<file path="src/rtl/ling_arb_pkg.sv">
// Shared types and the round-robin grant function for the shared Ling adder arbiter.
// Operands are fixed at 64 bits, and request ids are at most 3 bits wide (up to 8 requesters).
package ling_arb_pkg;

  localparam int WIDTH_C  = 64;
  localparam int NREQ_MAX = 8;
  localparam int IDW_MAX  = 3;

  typedef struct packed {
    logic [WIDTH_C-1:0] a;
    logic [WIDTH_C-1:0] b;
    logic [IDW_MAX-1:0] id;
  } op_t;

  typedef struct packed {
    logic [WIDTH_C-1:0] sum;
    logic [IDW_MAX-1:0] id;
  } rsp_t;

  // Returns a one-hot grant. The scan starts one past ptr and wraps modulo nreq.
  function automatic logic [NREQ_MAX-1:0] rr_next(input logic [NREQ_MAX-1:0] req,
                                                  input logic [IDW_MAX-1:0]  ptr,
                                                  input int                  nreq);
    logic [NREQ_MAX-1:0] grant;
    int                  idx;
    grant = '0;
    for (int k = 1; k <= NREQ_MAX; k++) begin
      if (k <= nreq) begin
        idx = (int'(ptr) + k) % nreq;
        if (grant == '0 && req[idx]) grant[idx] = 1'b1;
      end
    end
    return grant;
  endfunction

endpackage

</file>
<file path="src/rtl/J4x4x4_adder.sv">
// 64-bit combinational adder with three levels of 4-way grouped carry lookahead (4x4x4).
// The group terms use the Ling transmit signal t = a|b. There is no carry-in.
module J4x4x4_adder (
  input  logic [63:0] a,
  input  logic [63:0] b,
  output logic [63:0] sum
);

  logic [63:0] g, t, p, c;
  logic [15:0] g1, t1, c1;
  logic [3:0]  g2, t2, c2;
  logic        unused_top;

  function automatic logic [1:0] grp4(input logic [3:0] gi, input logic [3:0] ti);
    logic gg;
    gg = gi[3] | (ti[3] & gi[2]) | (ti[3] & ti[2] & gi[1]) | (ti[3] & ti[2] & ti[1] & gi[0]);
    return {gg, &ti};
  endfunction

  always_comb begin
    g = a & b;
    t = a | b;
    p = a ^ b;
    for (int k = 0; k < 16; k++) {g1[k], t1[k]} = grp4(g[4*k +: 4], t[4*k +: 4]);
    for (int m = 0; m < 4; m++)  {g2[m], t2[m]} = grp4(g1[4*m +: 4], t1[4*m +: 4]);
    c2[0] = 1'b0;
    for (int m = 1; m < 4; m++)  c2[m] = g2[m-1] | (t2[m-1] & c2[m-1]);
    for (int k = 0; k < 16; k++) c1[k] = (k % 4 == 0) ? c2[k/4] : (g1[k-1] | (t1[k-1] & c1[k-1]));
    for (int i = 0; i < 64; i++) c[i]  = (i % 4 == 0) ? c1[i/4] : (g[i-1] | (t[i-1] & c[i-1]));
    sum = p ^ c;
  end

  // The carry out of the top block is not needed, because the sum is taken mod 2^64.
  assign unused_top = g2[3] ^ t2[3];

endmodule

</file>
<file path="src/rtl/ling_rr_arbiter.sv">
// Combinational round-robin arbiter. It returns a one-hot grant and the encoded index.
// When enable is low, the grant is forced to zero.
module ling_rr_arbiter
  import ling_arb_pkg::*;
#(
  parameter int NREQ = 4,
  parameter int IDW  = 2
) (
  input  logic [NREQ-1:0] req,
  input  logic [IDW-1:0]  ptr,
  input  logic            enable,
  output logic [NREQ-1:0] grant,
  output logic [IDW-1:0]  idx
);

  logic [NREQ_MAX-1:0] req_ext;
  logic [NREQ_MAX-1:0] grant_all;
  logic [IDW_MAX-1:0]  ptr_ext;
  logic                unused_grant;

  always_comb begin
    req_ext             = '0;
    req_ext[NREQ-1:0]   = req;
    ptr_ext             = '0;
    ptr_ext[IDW-1:0]    = ptr;
    grant_all           = rr_next(req_ext, ptr_ext, NREQ);
    grant               = enable ? grant_all[NREQ-1:0] : '0;
    idx                 = '0;
    for (int i = 0; i < NREQ; i++) begin
      if (grant_all[i]) idx = IDW'(i);
    end
  end

  assign unused_grant = ^grant_all;

endmodule

</file>
<file path="src/rtl/ling_add_arbiter.sv">
// Round-robin share of one 64-bit Ling adder: arbitration -> operand reg -> sum reg -> tagged rsp.
// Handshake-to-rsp_valid latency is 2 cycles. LING_ADD_ARB_FLAGS_EN adds the rsp_cout/rsp_ovf outputs.
module ling_add_arbiter
  import ling_arb_pkg::*;
#(
  parameter int NREQ  = 4,
  parameter int IDW   = 2,
  parameter int WIDTH = 64
) (
  input  logic                  clk,
  input  logic                  rst,
  input  logic [NREQ-1:0]       req_valid,
  output logic [NREQ-1:0]       req_ready,
  input  logic [NREQ*WIDTH-1:0] req_a,
  input  logic [NREQ*WIDTH-1:0] req_b,
  output logic                  rsp_valid,
  input  logic                  rsp_ready,
  output logic [WIDTH-1:0]      rsp_sum,
  output logic [IDW-1:0]        rsp_id
`ifdef LING_ADD_ARB_FLAGS_EN
  ,
  output logic                  rsp_cout,
  output logic                  rsp_ovf
`endif
);

  logic [IDW-1:0]     ptr_q, ptr_d;
  op_t                s1_q, s1_d;
  logic               s1_valid_q, s1_valid_d;
  rsp_t               s2_q, s2_d;
  logic               s2_valid_q, s2_valid_d;
  logic               advance, accept, hs;
  logic [NREQ-1:0]    grant;
  logic [IDW-1:0]     grant_idx;
  logic [WIDTH_C-1:0] sum;
  logic               unused_id;
`ifdef LING_ADD_ARB_FLAGS_EN
  logic               cout_q, cout_d, ovf_q, ovf_d;
`endif

  // Reset also masks the grant, so a requester that holds valid during reset is not accepted.
  ling_rr_arbiter #(.NREQ(NREQ), .IDW(IDW)) u_arb (
    .req    (req_valid),
    .ptr    (ptr_q),
    .enable (accept & ~rst),
    .grant  (grant),
    .idx    (grant_idx)
  );

  J4x4x4_adder u_add (
    .a   (s1_q.a),
    .b   (s1_q.b),
    .sum (sum)
  );

  always_comb begin
    advance    = ~s2_valid_q | rsp_ready;
    accept     = ~s1_valid_q | advance;
    hs         = |(req_valid & grant);
    ptr_d      = ptr_q;
    s1_d       = s1_q;
    s1_valid_d = s1_valid_q;
    s2_d       = s2_q;
    s2_valid_d = s2_valid_q;
    if (hs) begin
      s1_d.a              = req_a[int'(grant_idx)*WIDTH +: WIDTH];
      s1_d.b              = req_b[int'(grant_idx)*WIDTH +: WIDTH];
      s1_d.id             = '0;
      s1_d.id[IDW-1:0]    = grant_idx;
      s1_valid_d          = 1'b1;
      ptr_d               = grant_idx;
    end else if (advance) begin
      s1_valid_d = 1'b0;
    end
    if (advance) begin
      s2_d.sum   = sum;
      s2_d.id    = s1_q.id;
      s2_valid_d = s1_valid_q;
    end
  end

`ifdef LING_ADD_ARB_FLAGS_EN
  always_comb begin
    cout_d = cout_q;
    ovf_d  = ovf_q;
    if (advance) begin
      cout_d = (s1_q.a[63] & s1_q.b[63]) | ((s1_q.a[63] ^ s1_q.b[63]) & ~sum[63]);
      ovf_d  = (s1_q.a[63] == s1_q.b[63]) & (sum[63] != s1_q.a[63]);
    end
  end

  always_ff @(posedge clk) begin
    if (rst) begin
      cout_q <= 1'b0;
      ovf_q  <= 1'b0;
    end else begin
      cout_q <= cout_d;
      ovf_q  <= ovf_d;
    end
  end

  assign rsp_cout = cout_q;
  assign rsp_ovf  = ovf_q;
`endif

  always_ff @(posedge clk) begin
    if (rst) begin
      ptr_q      <= IDW'(NREQ - 1);
      s1_q       <= '0;
      s1_valid_q <= 1'b0;
      s2_q       <= '0;
      s2_valid_q <= 1'b0;
    end else begin
      ptr_q      <= ptr_d;
      s1_q       <= s1_d;
      s1_valid_q <= s1_valid_d;
      s2_q       <= s2_d;
      s2_valid_q <= s2_valid_d;
    end
  end

  assign req_ready = grant;
  assign rsp_valid = s2_valid_q;
  assign rsp_sum   = s2_q.sum;
  assign rsp_id    = s2_q.id[IDW-1:0];
  assign unused_id = ^s2_q.id;

endmodule

</file>
<file path="config.mk">
export PLATFORM = sky130hd
export DESIGN_NAME = ling_add_arbiter
export DESIGN_NICKNAME = d
export VERILOG_FILES = /design/src/rtl/ling_arb_pkg.sv /design/src/rtl/J4x4x4_adder.sv /design/src/rtl/ling_rr_arbiter.sv /design/src/rtl/ling_add_arbiter.sv
export SDC_FILE = /design/constraint.sdc
export NUM_CORES = 1
export LEC_CHECK = 0
export ABC_AREA = 1
export ABC_CLOCK_PERIOD_IN_PS = 9300
export CAP_MARGIN = 20
export CORE_AREA = 2 2 228 230
export DETAILED_ROUTE_END_ITERATION = 16
export DIE_AREA = 0 0 230 232
export HOLD_SLACK_MARGIN = 0.02
export PLACE_DENSITY = 0.68
export SETUP_SLACK_MARGIN = 0.1
export SYNTH_ARGS = -nofsm -noshare
export SYNTH_HDL_FRONTEND = slang
export SYNTH_SLANG_ARGS = --single-unit
export TNS_END_PERCENT = 10
</file>
<file path="constraint.sdc">
create_clock -name clk -period 9.3 [get_ports clk]
set_clock_uncertainty 0.2 [all_clocks]
set_input_delay 1.395 -clock clk [delete_from_list [all_inputs] [get_ports clk]]
set_output_delay 1.395 -clock clk [all_outputs]
set_load 0.02 [all_outputs]
</file>
==> results of run 1 <==
## sequential cells by signal, indices dropped and copies added (netlist names)
| name | cells |
|---|---|
| s1_valid_q | 1 |
| rsp_id | 2 |
| ptr_q | 2 |
| s1_q | 130 |
| rsp_sum | 64 |
| rsp_valid | 1 |
## through the flow
step	area [µm²]	power, µW
global placement	23500	8600
CTS	24100	9490
floorplan	17500	6650
detailed placement	23500	8640
finish	24200	9410
global route	24200	10400
## placed cells by master (no fill, tap or decap), types with 3 or more instances in the layout
master and instances:
a21oi_1 167, bufinv_16 4, fa_1 47, inv_2 4, diode_2 3, clkdlybuf4s50_1 589, xnor2_1 16, nor2_4 4
nand2_4 3, inv_1 311, buf_12 3, nor3_1 11, buf_4 14, o21ai_0 70, nand3_1 27, dfxtp_1 200
clkbuf_16 17, inv_6 3, a211oi_1 5, nor2_1 767, nor4_1 5, nand3b_1 130, clkinv_2 5, nand2_1 843
ha_1 126, nand3_2 3, a221o_1 4
## routing by layer
layer | GRT usage | part of all wire | vias to the layer above
li1 | - | - | 9731
met2 | 0.414 | 0.50 | 458
met5 | 0 | 0 | -
met4 | 0.0589 | 0.019 | 0
met3 | 0.0349 | 0.047 | 56
met1 | 0.280 | 0.43 | 8360
## critical path, cell delays in order
cell and delay [ns]:
clkdlybuf4s50_1 0.53, nand2_1 0.09, nand3_1 0.11, nand2_1 0.06
inv_1 0.05, nand2_1 0.06, inv_2 0.07, nand3_1 0.08
nand2_1 0.09, nor2_1 0.04, nand3_1 0.11, nand2_1 0.09
inv_4 0.37, nand2_1 0.27, inv_4 0.63, nor2_1 0.09
clkdlybuf4s50_1 0.58
## worst max path at each step
stage	start	end	slack [ns]	cells past startpoint
2_1_floorplan	req_valid[0]	req_ready[3]	4.63	18
3_3_place_gp	req_valid[3]	s1_q[13]	2.53	23
3_5_place_dp	req_valid[1]	s1_q[95]	2.47	24
4_1_cts	req_valid[3]	req_ready[3]	2.88	17
5_1_grt	req_valid[1]	s1_q[66]	2.55	24
6_report	req_valid[3]	req_ready[3]	2.94	17
## power by group
group | internal [µW] | total [µW] | switching [µW]
Clock | 458 | 816 | 358
Sequential | 1170 | 1400 | 232
Combinational | 2330 | 7190 | 4870
Total | 3950 | 9410 | 5460
## cell families after synthesis
logic type                 after synthesis
adders and majority gates              173
buffers and inverters                  494
DFF                                    200
xor gates and xnor gates                17
and+or+nand+nor                       1800
AOI/OAI and AO/OA                      251
## layout make-up
| type | count | area, µm² |
|---|---|---|
| fill | 5322 | 26700 |
| sequential | 200 | 4000 |
| timing repair buffer | 606 | 6060 |
| inverter | 319 | 1210 |
| clock inverter | 12 | 173 |
| multi-input combinational | 2241 | 11400 |
| tap | 680 | 851 |
| antenna | 3 | 7.51 |
| clock buffer | 20 | 447 |
==> results.md, run 1 <==
* Status: finished clean
* RSZ-0062 raised after global routing: false
* Commonest cells post-synth: 846 x nand2_1, 769 x nor2_1, 313 x inv_1
* Top-area cell type share of the netlist area at 0.229
* Area Overhead vs Synth at 38.3%
* Hold_buf cts at 0
* Worst hold slack at about 0.28 ns
* Count leader, synth: nand2_1
* Pwr/cell area at 390 mW/mm²
* Xor/xnor share of the synthesized area at 0.00853
* Finish-stage setup viols at 0
* RR Endpoint: s1_q[16]
* Yosys cell types at 34
* Total Wirelength at approximately 63 mm
* EDFF count, synth at 0
* Postcts setup bufs at 0
* PortBufs at 589
* Share of cells above drive strength 1 at 0.0206
* WL/cell at between 15 and 20 µm
* Core Util, Final at 0.475
* Post-DRT Antenna Nets at 0
* Later-pin clock latency in the skew report at between 0.4 and 0.5 ns
* First-pass iteration count of the detailed router at 5
* Place WS at around 2.5 ns
* Critical path fanouts, max at 70
* Synth Warn # at 0
* Data required, critical path at 7.71 ns
* Vias at 18600
* Worst setup SP type: primary input
* Finished Layout Cells at ~4000
* # resized after CTS at 0
* Syn nets at 3627
* Type of the worst setup path: primary input to output pin
* Setup TNS at 0 ns
* Via density at 4.56
* Worst Max-Slew Pin Slew at slightly above 1 ns
* Placed insts at 4046
* HP Class: flop to flop
* Total GRT Usage at 0.228
* Post-synthesis instance area at between 0.015 and 0.02 mm²
* Asr flop ratio synth at 0
* Core Region at about 0.05 mm²
* Hold Vio Cnt, Final at 0
* Multiplexer area fraction after synthesis at 0
* Worst EP arrival at 4.77 ns
* GR Overflow Total at 0
* Global placer's final weighted congestion at 0.896
* Clk sinks at 200
* TritonCTS clock tree: built
* DRC violations left at 0
* Initial antenna violation count at 3
* CP endpoint kind: output pin
* Post-synthesis simple-gate area fraction at 0.422
* Die Width at 230 µm
* Largest net degree at the start of global routing at about 130
* P_leak at between 0.01 and 0.015 µW
* Synth Area per Inst at just under 6 µm²
* Worst Hold Endpoint: s1_q[1]
* First-pass GRT wire length at 96.4 mm
* Register bit count reported by yosys at 200
* Vias in the first global route at ~18000
* FP Rows at 83
* Max-slew headroom at 0.326
* Longest Clk Path Bufs at 2
* Final worst slack at between 2 and 3 ns
* Reg-to-reg critical path startpoint: ptr_q[0]
* Sequential element share of the synthesized area at 0.229
* Max_cap viols at 0
* Cell taking the most area after synthesis: dfxtp_1
* Die area at roughly 0.053 mm²
* Final nets at around 4100
* Synth top area cells: dfxtp_1 23%, nand2_1 18%, nor2_1 17%
* Cells after Synth at just under 3000
* Ports at 590
* VDD IR-drop max at between 400 and 500 µV
* Adder-Cell Fraction of Synth Area at 0.144
* Reg clk slew, reported paths at around 0.070 ns
* CTS Buf Count at 17
* Period utilisation layout at 0.684
* Initial Util at 0.343
* Fmax at between 150 and 200 MHz
* Root Driver: clkbuf_16
* Pins Over Slew Limit at 0
* Top_reg_cell synth: dfxtp_1
* Reg2Reg Setup Slack at 3.40 ns
* Synth Area in Compound Gates at 0.0752
* Reg2Reg Depth at 22
* Largest family of logic cells by synthesized area: simple AND/OR/NAND/NOR gates
* Worst Min Path Start: s1_q[1]
* WHS Path Cells at 2
* DP HPWL at between 40 and 50 mm
* Die Height at about 230 µm
* Fin crit period at about 6.4 ns
* Drt first-iter violations at 1223
* Htree depth at 4
Note: power is estimated with default switching activity, not from simulation.
==> inputs of run 2 (changes only) <==
--- a/config.mk
+++ b/config.mk
@@ -6,13 +6,13 @@
 export NUM_CORES = 1
 export LEC_CHECK = 0
 export ABC_AREA = 1
-export ABC_CLOCK_PERIOD_IN_PS = 9300
+export ABC_CLOCK_PERIOD_IN_PS = 5150
 export CAP_MARGIN = 20
 export CORE_AREA = 2 2 228 230
 export DETAILED_ROUTE_END_ITERATION = 16
 export DIE_AREA = 0 0 230 232
 export HOLD_SLACK_MARGIN = 0.02
-export PLACE_DENSITY = 0.68
+export PLACE_DENSITY = 0.71
 export SETUP_SLACK_MARGIN = 0.1
 export SYNTH_ARGS = -nofsm -noshare
 export SYNTH_HDL_FRONTEND = slang
==> constraint.sdc (replaced) <==
create_clock -name clk -period 5.15 [get_ports clk]
set_clock_uncertainty 0.2 [all_clocks]
set_input_delay 0.7725 -clock clk [delete_from_list [all_inputs] [get_ports clk]]
set_output_delay 0.7725 -clock clk [all_outputs]
set_load 0.02 [all_outputs]
==> results.md, run 2 (same netlist as run 1, synthesis figures left out) <==
* Status: finished clean
* Max_cap viols at 0
* Clk sinks at 200
* Die Width at about 230 µm
* FP Rows at 83
* HP Class: flop to flop
* Finish-stage setup viols at 0
* Crit path largest cell delay at 0.64 ns
* RR Endpoint: rsp_sum[63]
* Worst Max-Slew Pin Slew at 0.989 ns
* Largest reg by FF count: s1_q
* Period utilisation layout at 0.905
* Type of the worst setup path: primary input to output pin
* Worst setup SP type: primary input
* Later-pin clock latency in the skew report at about 0.45 ns
* Total Wirelength at between 60 and 70 mm
* Htree depth at 4
* Share of cells above drive strength 1 at 0.0267
* Core Region at about 0.051 mm²
* Worst Min Path Start: rsp_sum[53]
* P_leak at ~0.012 µW
* Hold Vio Cnt, Final at 0
* Reg2Reg Depth at 30
* Slowest-stage cell, CP: clkdlybuf4s50_1
* First-pass iteration count of the detailed router at 5
* TritonCTS clock tree: built
* Critical path buffer and inverter count at 5
* Most used cell, CP: nand2_1
* Most common cell after layout, fill and taps aside: nand2_1
* Vias at between 15000 and 20000
* Total GRT Usage at 0.225
* Global placer's final weighted congestion at 0.911
* VDD IR-drop max at ~860 µV
* Via density at 4.59
* Ports at 590
* Max-slew headroom at 0.341
* Critical path fanouts, max at 4
* Reg-to-reg critical path startpoint: s1_q[5]
* Critical path, cell by cell: clkdlybuf4s50_1 > inv_1 > nand2_1 > nand2_1 > nand2_1 > nand3_2 > nand2_1 > inv_2 > nand3_1 > nand2_1 > nor2_1 > nand3_1 > nand2_2 > nor2_4 > nand4_1 > nand2_1 > inv_1 > nor2_1 > clkdlybuf4s50_1
* Die area at 0.0534 mm²
* DP Area at between 0.02 and 0.025 mm²
* PortBufs at approximately 590
* CP endpoint kind: output pin
* Setup TNS at 0 ns
* Area Overhead vs Synth at 39.5%
* Hold_buf cts at 0
* First-pass GRT wire length at 95.8 mm
* Worst EP arrival at ~3.7 ns
* WP depth at 19
* CTS Buf Count at 17
* Final nets at just over 4000
* Die Height at 232 µm
* Fin crit period at 4.66 ns
* Most frequent cells in the layout: 841 x nand2_1, 767 x nor2_1, 589 x clkdlybuf4s50_1, 311 x inv_1, 198 x dfxtp_1
* Initial antenna violation count at 4
* Reg clk slew, reported paths at around 0.060 ns
* Max reg flops at 130
* Pwr/cell area at between 700 and 800 mW/mm²
* Worst Hold Endpoint: rsp_sum[53]
* Delay-heaviest family, CP: simple AND/OR/NAND/NOR gates
* DRC violations left at 0
* Finished Cell Area at between 0.02 and 0.025 mm²
* Root Driver: clkbuf_16
* RSZ-0062 raised after global routing: true
* Reg2Reg Setup Slack at between 0.6 and 0.7 ns
* Fmax at around 210 MHz
* Initial Util at 0.343
* Post-DRT Antenna Nets at 0
* Data required, critical path at approximately 4.2 ns
* WL/cell at roughly 15 µm
* Drt first-iter violations at around 1000
* Vias in the first global route at between 15000 and 20000
* Largest net degree at the start of global routing at around 130
* GR Overflow Total at 0
* Longest Clk Path Bufs at 2
* DP HPWL at 46.2 mm
* WHS Path Cells at 2
* Pins Over Slew Limit at 0
## run 2: cell count changes in the layout (fill, tap and decap cells not counted), sizes merged
| cell | previous run | this run |
|---|---|---|
| buf | 17 | 32 |
| clkbuf | 20 | 18 |
| clkinv | 5 | 7 |
| bufinv | 4 | 3 |
| diode | 3 | 4 |
| inv | 320 | 321 |
## run 2: per-stage QoR
stage	power [µW]	cells	setup WS (ns)	util	hold slack (ns)
after floorplan	12000	2935	1.37	-	0.235
after global placement	15900	4061	0.487	0.466	0.254
after detailed placement	16000	4061	0.477	0.466	0.264
after CTS	17500	4093	0.300	0.478	0.282
after global routing	19200	4096	0.0790	0.479	0.298
final	17300	4097	0.489	0.479	0.282
## run 2: worst max path at each step
stage	slack, ns	to	from
5_1_grt	0.08	rsp_sum[63]	s1_q[69]
6_report	0.49	req_ready[2]	req_valid[0]
2_1_floorplan	1.37	rsp_sum[63]	s1_q[9]
3_3_place_gp	0.49	req_ready[2]	req_valid[1]
4_1_cts	0.30	req_ready[2]	ptr_q[0]
3_5_place_dp	0.48	s1_q[84]	req_valid[0]
## run 2: area by class of cell
cell class	instances	area, µm²
Fill cell	5241	26500
Multi-Input combinational cell	2241	11400
Timing Repair Buffer	621	6270
Sequential cell	200	4010
Inverter	319	1210
Tap cell	680	851
Clock buffer	18	429
Clock inverter	14	174
Antenna cell	4	10.0
## run 2: layer usage
layer  global-route usage  share of wire  vias to the layer above
met5                    0        0.00016                        -
met4               0.0746          0.027                        2
met3               0.0405          0.054                       84
met2                0.405           0.50                      547
met1                0.269           0.42                     8421
li1                     -              -                     9766
## run 2: tightest hold or removal path, cell delays in order (launching register included)
cell	delay [ns]
dfxtp_1	0.32
nor2_1	0.05
nor2_1	0.08
## run 2: power breakdown
group	switching (µW)	internal, µW	leakage [µW]
Combinational	8940	4430	0.0102
Clock	646	771	0.000294
Sequential	406	2110	0.00165
## run 2: timing repair
item / 4_1_cts / 5_1_grt
setup endpoints to repair: 0 / 2
setup buffers: 0 / 0
resized for setup: 0 / 5
